File: src/rtl/burst_clk_sched.sv
// Burst clock scheduler: grants one of two serial clock channels per frame (round-robin),
// waits for c4, then emits a programmed number of registered clock pulses on that channel.
module burst_clk_sched #(
  parameter int         HALF_PER = 2,
  parameter int         TIMEOUT  = 1023,
  parameter logic [7:0] LEN_RST  = 8'd32
) (
  input  logic       clk,
  input  logic       reset_n,
  input  logic       f0,
  input  logic       c4,
  input  logic [1:0] req,
  input  logic       wr,
  input  logic [7:0] wdata,
  output logic       clk_en1,
  output logic       clk_en2,
  output logic       clk1,
  output logic       clk2,
  output logic       busy,
  output logic       done,
  output logic       err,
  output logic [7:0] frame_cnt
);

  localparam int HW = (HALF_PER > 1) ? $clog2(HALF_PER) : 1;
  localparam int TW = $clog2(TIMEOUT + 1);
  localparam logic [HW-1:0] HP_LAST  = HW'(HALF_PER - 1);
  localparam logic [TW-1:0] TMO_LAST = TW'(TIMEOUT - 1);

  typedef enum logic [2:0] {IDLE, WAIT_C4, BURST_HI, BURST_LO, DONE} state_t;

  state_t        state, state_nx;
  logic [2:0]    f0_sy, c4_sy;
  logic          f0_fall, c4_fall;
  logic          gnt, gnt_nx;        // 0 = ch1, 1 = ch2
  logic          rr, rr_nx;          // 0 = ch1 wins next tie
  logic [HW-1:0] hp_cnt, hp_nx;
  logic [8:0]    pulse_cnt, pc_nx;
  logic [TW-1:0] tmo_cnt, tmo_nx;
  logic [7:0]    burst_len, len_nx;
  logic [7:0]    fc_nx;
  logic          err_nx;
  logic [8:0]    len_ext;
  logic          en_nx;

  // [2] is the previous synced sample, so the edge strobe lands 3 cycles after the pin
  assign f0_fall = f0_sy[2] & ~f0_sy[1];
  assign c4_fall = c4_sy[2] & ~c4_sy[1];
  assign len_ext = (burst_len == 8'd0) ? 9'd256 : {1'b0, burst_len};
  assign busy    = (state != IDLE);

  always_comb begin
    state_nx = state;
    gnt_nx   = gnt;
    rr_nx    = rr;
    hp_nx    = hp_cnt;
    pc_nx    = pulse_cnt;
    tmo_nx   = tmo_cnt;
    len_nx   = burst_len;
    err_nx   = err;
    fc_nx    = frame_cnt;
    case (state)
      IDLE: begin
        if (wr) begin
          len_nx = wdata;
          err_nx = 1'b0;
        end
        if (f0_fall && req != 2'b00) begin
          state_nx = WAIT_C4;
          tmo_nx   = '0;
          case (req)
            2'b01:   gnt_nx = 1'b0;
            2'b10:   gnt_nx = 1'b1;
            default: begin
              gnt_nx = rr;
              rr_nx  = ~rr;
            end
          endcase
        end
      end
      WAIT_C4: begin
        if (c4_fall) begin
          state_nx = BURST_HI;
          hp_nx    = '0;
          pc_nx    = '0;
        end else if (tmo_cnt == TMO_LAST) begin
          state_nx = IDLE;
          err_nx   = 1'b1;
        end else begin
          tmo_nx = tmo_cnt + 1'b1;
        end
      end
      BURST_HI: begin
        if (hp_cnt == HP_LAST) begin
          state_nx = BURST_LO;
          hp_nx    = '0;
        end else begin
          hp_nx = hp_cnt + 1'b1;
        end
      end
      BURST_LO: begin
        if (hp_cnt == HP_LAST) begin
          hp_nx = '0;
          pc_nx = pulse_cnt + 9'd1;
          if (pc_nx == len_ext) begin
            state_nx = DONE;
            fc_nx    = frame_cnt + 8'd1;
          end else begin
            state_nx = BURST_HI;
          end
        end else begin
          hp_nx = hp_cnt + 1'b1;
        end
      end
      DONE:    state_nx = IDLE;
      default: state_nx = IDLE;
    endcase
    // overrun: a frame arrived while a transaction was still in flight
    if (f0_fall && state != IDLE) err_nx = 1'b1;
    en_nx = (state_nx == WAIT_C4) || (state_nx == BURST_HI) || (state_nx == BURST_LO);
  end

  always_ff @(posedge clk or negedge reset_n) begin
    if (!reset_n) begin
      f0_sy <= '0;
      c4_sy <= '0;
    end else begin
      f0_sy <= {f0_sy[1:0], f0};
      c4_sy <= {c4_sy[1:0], c4};
    end
  end

  always_ff @(posedge clk or negedge reset_n) begin
    if (!reset_n) begin
      state     <= IDLE;
      gnt       <= 1'b0;
      rr        <= 1'b0;
      hp_cnt    <= '0;
      pulse_cnt <= '0;
      tmo_cnt   <= '0;
      burst_len <= LEN_RST;
      err       <= 1'b0;
      frame_cnt <= '0;
    end else begin
      state     <= state_nx;
      gnt       <= gnt_nx;
      rr        <= rr_nx;
      hp_cnt    <= hp_nx;
      pulse_cnt <= pc_nx;
      tmo_cnt   <= tmo_nx;
      burst_len <= len_nx;
      err       <= err_nx;
      frame_cnt <= fc_nx;
    end
  end

  // outputs registered from next-state so they line up with the state register
  always_ff @(posedge clk or negedge reset_n) begin
    if (!reset_n) begin
      clk_en1 <= 1'b0;
      clk_en2 <= 1'b0;
      clk1    <= 1'b0;
      clk2    <= 1'b0;
      done    <= 1'b0;
    end else begin
      clk_en1 <= en_nx & ~gnt_nx;
      clk_en2 <= en_nx &  gnt_nx;
      clk1    <= (state_nx == BURST_HI) & ~gnt_nx;
      clk2    <= (state_nx == BURST_HI) &  gnt_nx;
      done    <= (state_nx == DONE);
    end
  end

endmodule

File: config.mk
export PLATFORM = sky130hd
export DESIGN_NAME = burst_clk_sched
export DESIGN_NICKNAME = d
export VERILOG_FILES = /design/src/rtl/burst_clk_sched.sv
export SDC_FILE = /design/constraint.sdc
export NUM_CORES = 1
export LEC_CHECK = 0
export ABC_AREA = 1
export ABC_CLOCK_PERIOD_IN_PS = 2910
export CAP_MARGIN = 0
export CELL_PAD_IN_SITES_DETAIL_PLACEMENT = 0
export CELL_PAD_IN_SITES_GLOBAL_PLACEMENT = 1
export CORE_MARGIN = 1
export CORE_UTILIZATION = 45
export CTS_CLUSTER_DIAMETER = 80
export DETAILED_ROUTE_END_ITERATION = 7
export PLACE_DENSITY = 0.89
export SLEW_MARGIN = 20
export SYNTH_ARGS = -nofsm -noshare
export SYNTH_HDL_FRONTEND = slang
export SYNTH_SLANG_ARGS = --single-unit
File: constraint.sdc
create_clock -name clk -period 2.91 [get_ports clk]
set_input_delay 0.4365 -clock clk [delete_from_list [all_inputs] [get_ports clk]]
set_output_delay 0.4365 -clock clk [all_outputs]
set_load 0.005 [all_outputs]
==> flow_summary.json <==
{
  "report.final.hold_viol_count": 0,
  "place.gp.congestion": 0.833,
  "drt_pre_antenna_iters": 4,
  "synth.net_count": 402,
  "grtUsageTotal_pct": 21.1,
  "hpwl_um": 4760,
  "start_kind": "flip-flop",
  "root_buffer": "clkbuf_8",
  "core_area_mm2": 0.00606,
  "outcome": "finished clean",
  "crit_fanout": 6,
  "cts_tree": "done",
  "final_layout_size_suffix_gt1_share_pct": 9.33,
  "cts.htree.levels": 2,
  "worstHoldPathType": "primary input to asynchronous set/reset pin",
  "fin_worst_hold_slack_ns": 0.0385,
  "swShare_pct": 42.1,
  "chipWidth_um": 82.3,
  "switching_power_mw": 1.07,
  "required_ns": 3.12,
  "drt_iter0_markers": 103,
  "clock.fmax_mhz": 470,
  "setup_slack_ns": 0.780,
  "synth-seq-cells": 53,
  "cp_data_arrival_time_ns": 2.34,
  "drcViolationCount": 0,
  "syn_inst": 381,
  "placed_cell_area_mm2": 0.00328,
  "io_buffers": 29,
  "path_cells": "ha_1, nand2_2, nor2_4, nand3_1, nand3_1, nand2_1, nor2_1, nand3_1, nor2_1, nand3_1, nand2_1, nand2_1",
  "finalCriticalPeriod_ns": 2.13,
  "seq_area_frac_synth_pct": 45.8,
  "worstMarginPinSlew_ns": 0.504,
  "cts_setup_buffers": 0,
  "min_period_over_period_pct": 73.2,
  "p_seq_share_pct": 43.8,
  "nets": 438,
  "overflow": 0,
  "cts_resized": 0,
  "cts.clk_slew.worst_paths_ns": 0.10,
  "clkLatencyLatePin_ns": 0.31,
  "multi_input_area_mm2": 0.00132,
  "p_int_mw": 1.47,
  "setup_viol_count_final": 0,
  "comb_power_share_pct": 38.9,
  "place_ws_ns": 0.622,
  "syn2layout_area_growth_pct": 16.4,
  "slowest_stage": "dfrtp_1",
  "syn_avg_cell_area_um2": 7.61,
  "cpMostUsedCell": "nand3_1",
  "layout_common_cells": "nand2_1 (96), inv_1 (62), dfrtp_1 (52), nand3_1 (45), clkdlybuf4s50_1 (28)",
  "synthTopCellsByArea": "dfrtp_1 (45%), nand2_1 (12%), inv_1 (8.0%)",
  "wl_per_cell_um": 12.9,
  "setup_tns_ns": 0,
  "layout_commonest_cell": "nand2_1",
  "netlist_area_mm2": 0.00290,
  "cts.path.max_buffers": 2,
  "n_antenna_cell": 0,
  "cts.sinks": 53,
  "synth_top_area_share_pct": 44.9,
  "power_mw": 2.53,
  "worstSetupPathType": "flip-flop to flip-flop",
  "clockPowerShare_pct": 17.3,
  "drv_slew": 0,
  "ys_types": 27,
  "grt_pass1_wl_um": 10700,
  "vias_per_cell": 5.02,
  "vdd_drop_max_uv": 338,
  "slew_headroom_pct": 66.4,
  "route.vias.total": 2475,
  "cpPeakStageDelay_ns": 0.46,
  "powerDensity_mw_per_mm2": 750,
  "initial_core_util_pct": 47.8,
  "routed_wl_um": 6350,
  "crit_path_end_kind": "flip-flop",
  "die_h_um": 82.3,
  "p_leak_nw": 1.64,
  "synth_area_leader_cell": "dfrtp_1",
  "n_fill_cell": 579,
  "regArea_mm2": 0.00133,
  "die_area_mm2": 0.00677,
  "finClkSkew_ns": 0.00616,
  "grt_pass1_vias": 2315,
  "drtAntennaViolNets": 0,
  "design_area_mm2": 0.00338,
  "cts_made_buffers": 5,
  "core.rowCount": 28,
  "cap_viol_max_count": 0,
  "design.portCount": 30,
  "antenna_found_initial": 0,
  "cts_hold_buf": 0,
  "grt_max_degree": 38,
  "rsz0062_at_grt": "no",
  "synth-warning-count": 0
}
## cell families after synthesis
group	share of synthesized area, %
buffers and inverters	8.55
xor gates and xnor gates	1.81
AOI/OAI and AO/OA	7.08
and+or+nand+nor	34.2
DFF	45.8
adders and majority gates	2.59
## power groups by stage
stage                     logic [mW]  clock network [mW]  registers [mW]
after detailed placement       0.988                   0            1.12
final                          0.985               0.439            1.11
after floorplan                0.697                   0            1.08
after global routing            1.14               0.479            1.14
after CTS                      0.996               0.454            1.10
after global placement         0.973                   0            1.12
## registers in the layout, indices dropped and copies added (netlist names), 3 cells and up
name,flops
pulse_cnt,9
tmo_cnt,10
state,3
f0_sy,3
c4_sy,3
burst_len,8
frame_cnt,8
## metrics by stage
stage | cells | util [%]
floorplan | 381 | -
global placement | 485 | 54.1
detailed placement | 485 | 54.1
CTS | 493 | 55.7
global route | 493 | 55.7
finish | 493 | 55.7
## critical path: cells and delay by family, from the launching register on
family                     cells  cell delay, ns
adders and majority gates      1            0.27
DFF                            1            0.46
and+or+nand+nor               11            1.30
## worst paths after layout
path / start / to / slack [ns] / depth (start not counted)
max reg2reg: pulse_cnt[0] / frame_cnt[6] / 0.78 / 12
max: pulse_cnt[0] / frame_cnt[6] / 0.78 / 12
min reg2reg: f0_sy[0] / f0_sy[1] / 0.36 / 0
min: reset_n / burst_len[2] / 0.04 / 1
min in group clk: f0_sy[0] / f0_sy[1] / 0.36 / 0
max in group asynchronous: reset_n / frame_cnt[6] / 2.06 / 2
## Yosys cell counts (all sizes together)
library cell / count
a21oi: 9
clkbuf: 1
dfrtp: 52
dfstp: 1
ha: 6
inv: 65
nand2: 107
nand3: 46
nand3b: 1
nand4: 8
nor2: 39
nor3: 8
nor4: 3
o211ai: 2
o21ai: 22
o22ai: 5
xnor2: 1
xor2: 5
## metal layers
layer	share of wire (%)	vias to the layer above	GRT usage, %
li1	-	1295	-
met1	52	1148	30.6
met2	45	30	32.6
met3	2.7	2	3.74
met4	0.57	0	5.26
met5	0	-	0
## final cells by class
| class | count | area share (%) |
|---|---|---|
| Tap cell | 75 | 2.78 |
| Sequential cell | 53 | 39.3 |
| Clock buffer | 5 | 2.04 |
| Clock inverter | 3 | 0.741 |
| Multi-Input combinational cell | 262 | 39.2 |
| Timing Repair Buffer | 30 | 8.67 |
| Inverter | 65 | 7.23 |
No activity file was read; power rests on OpenSTA's default activity.
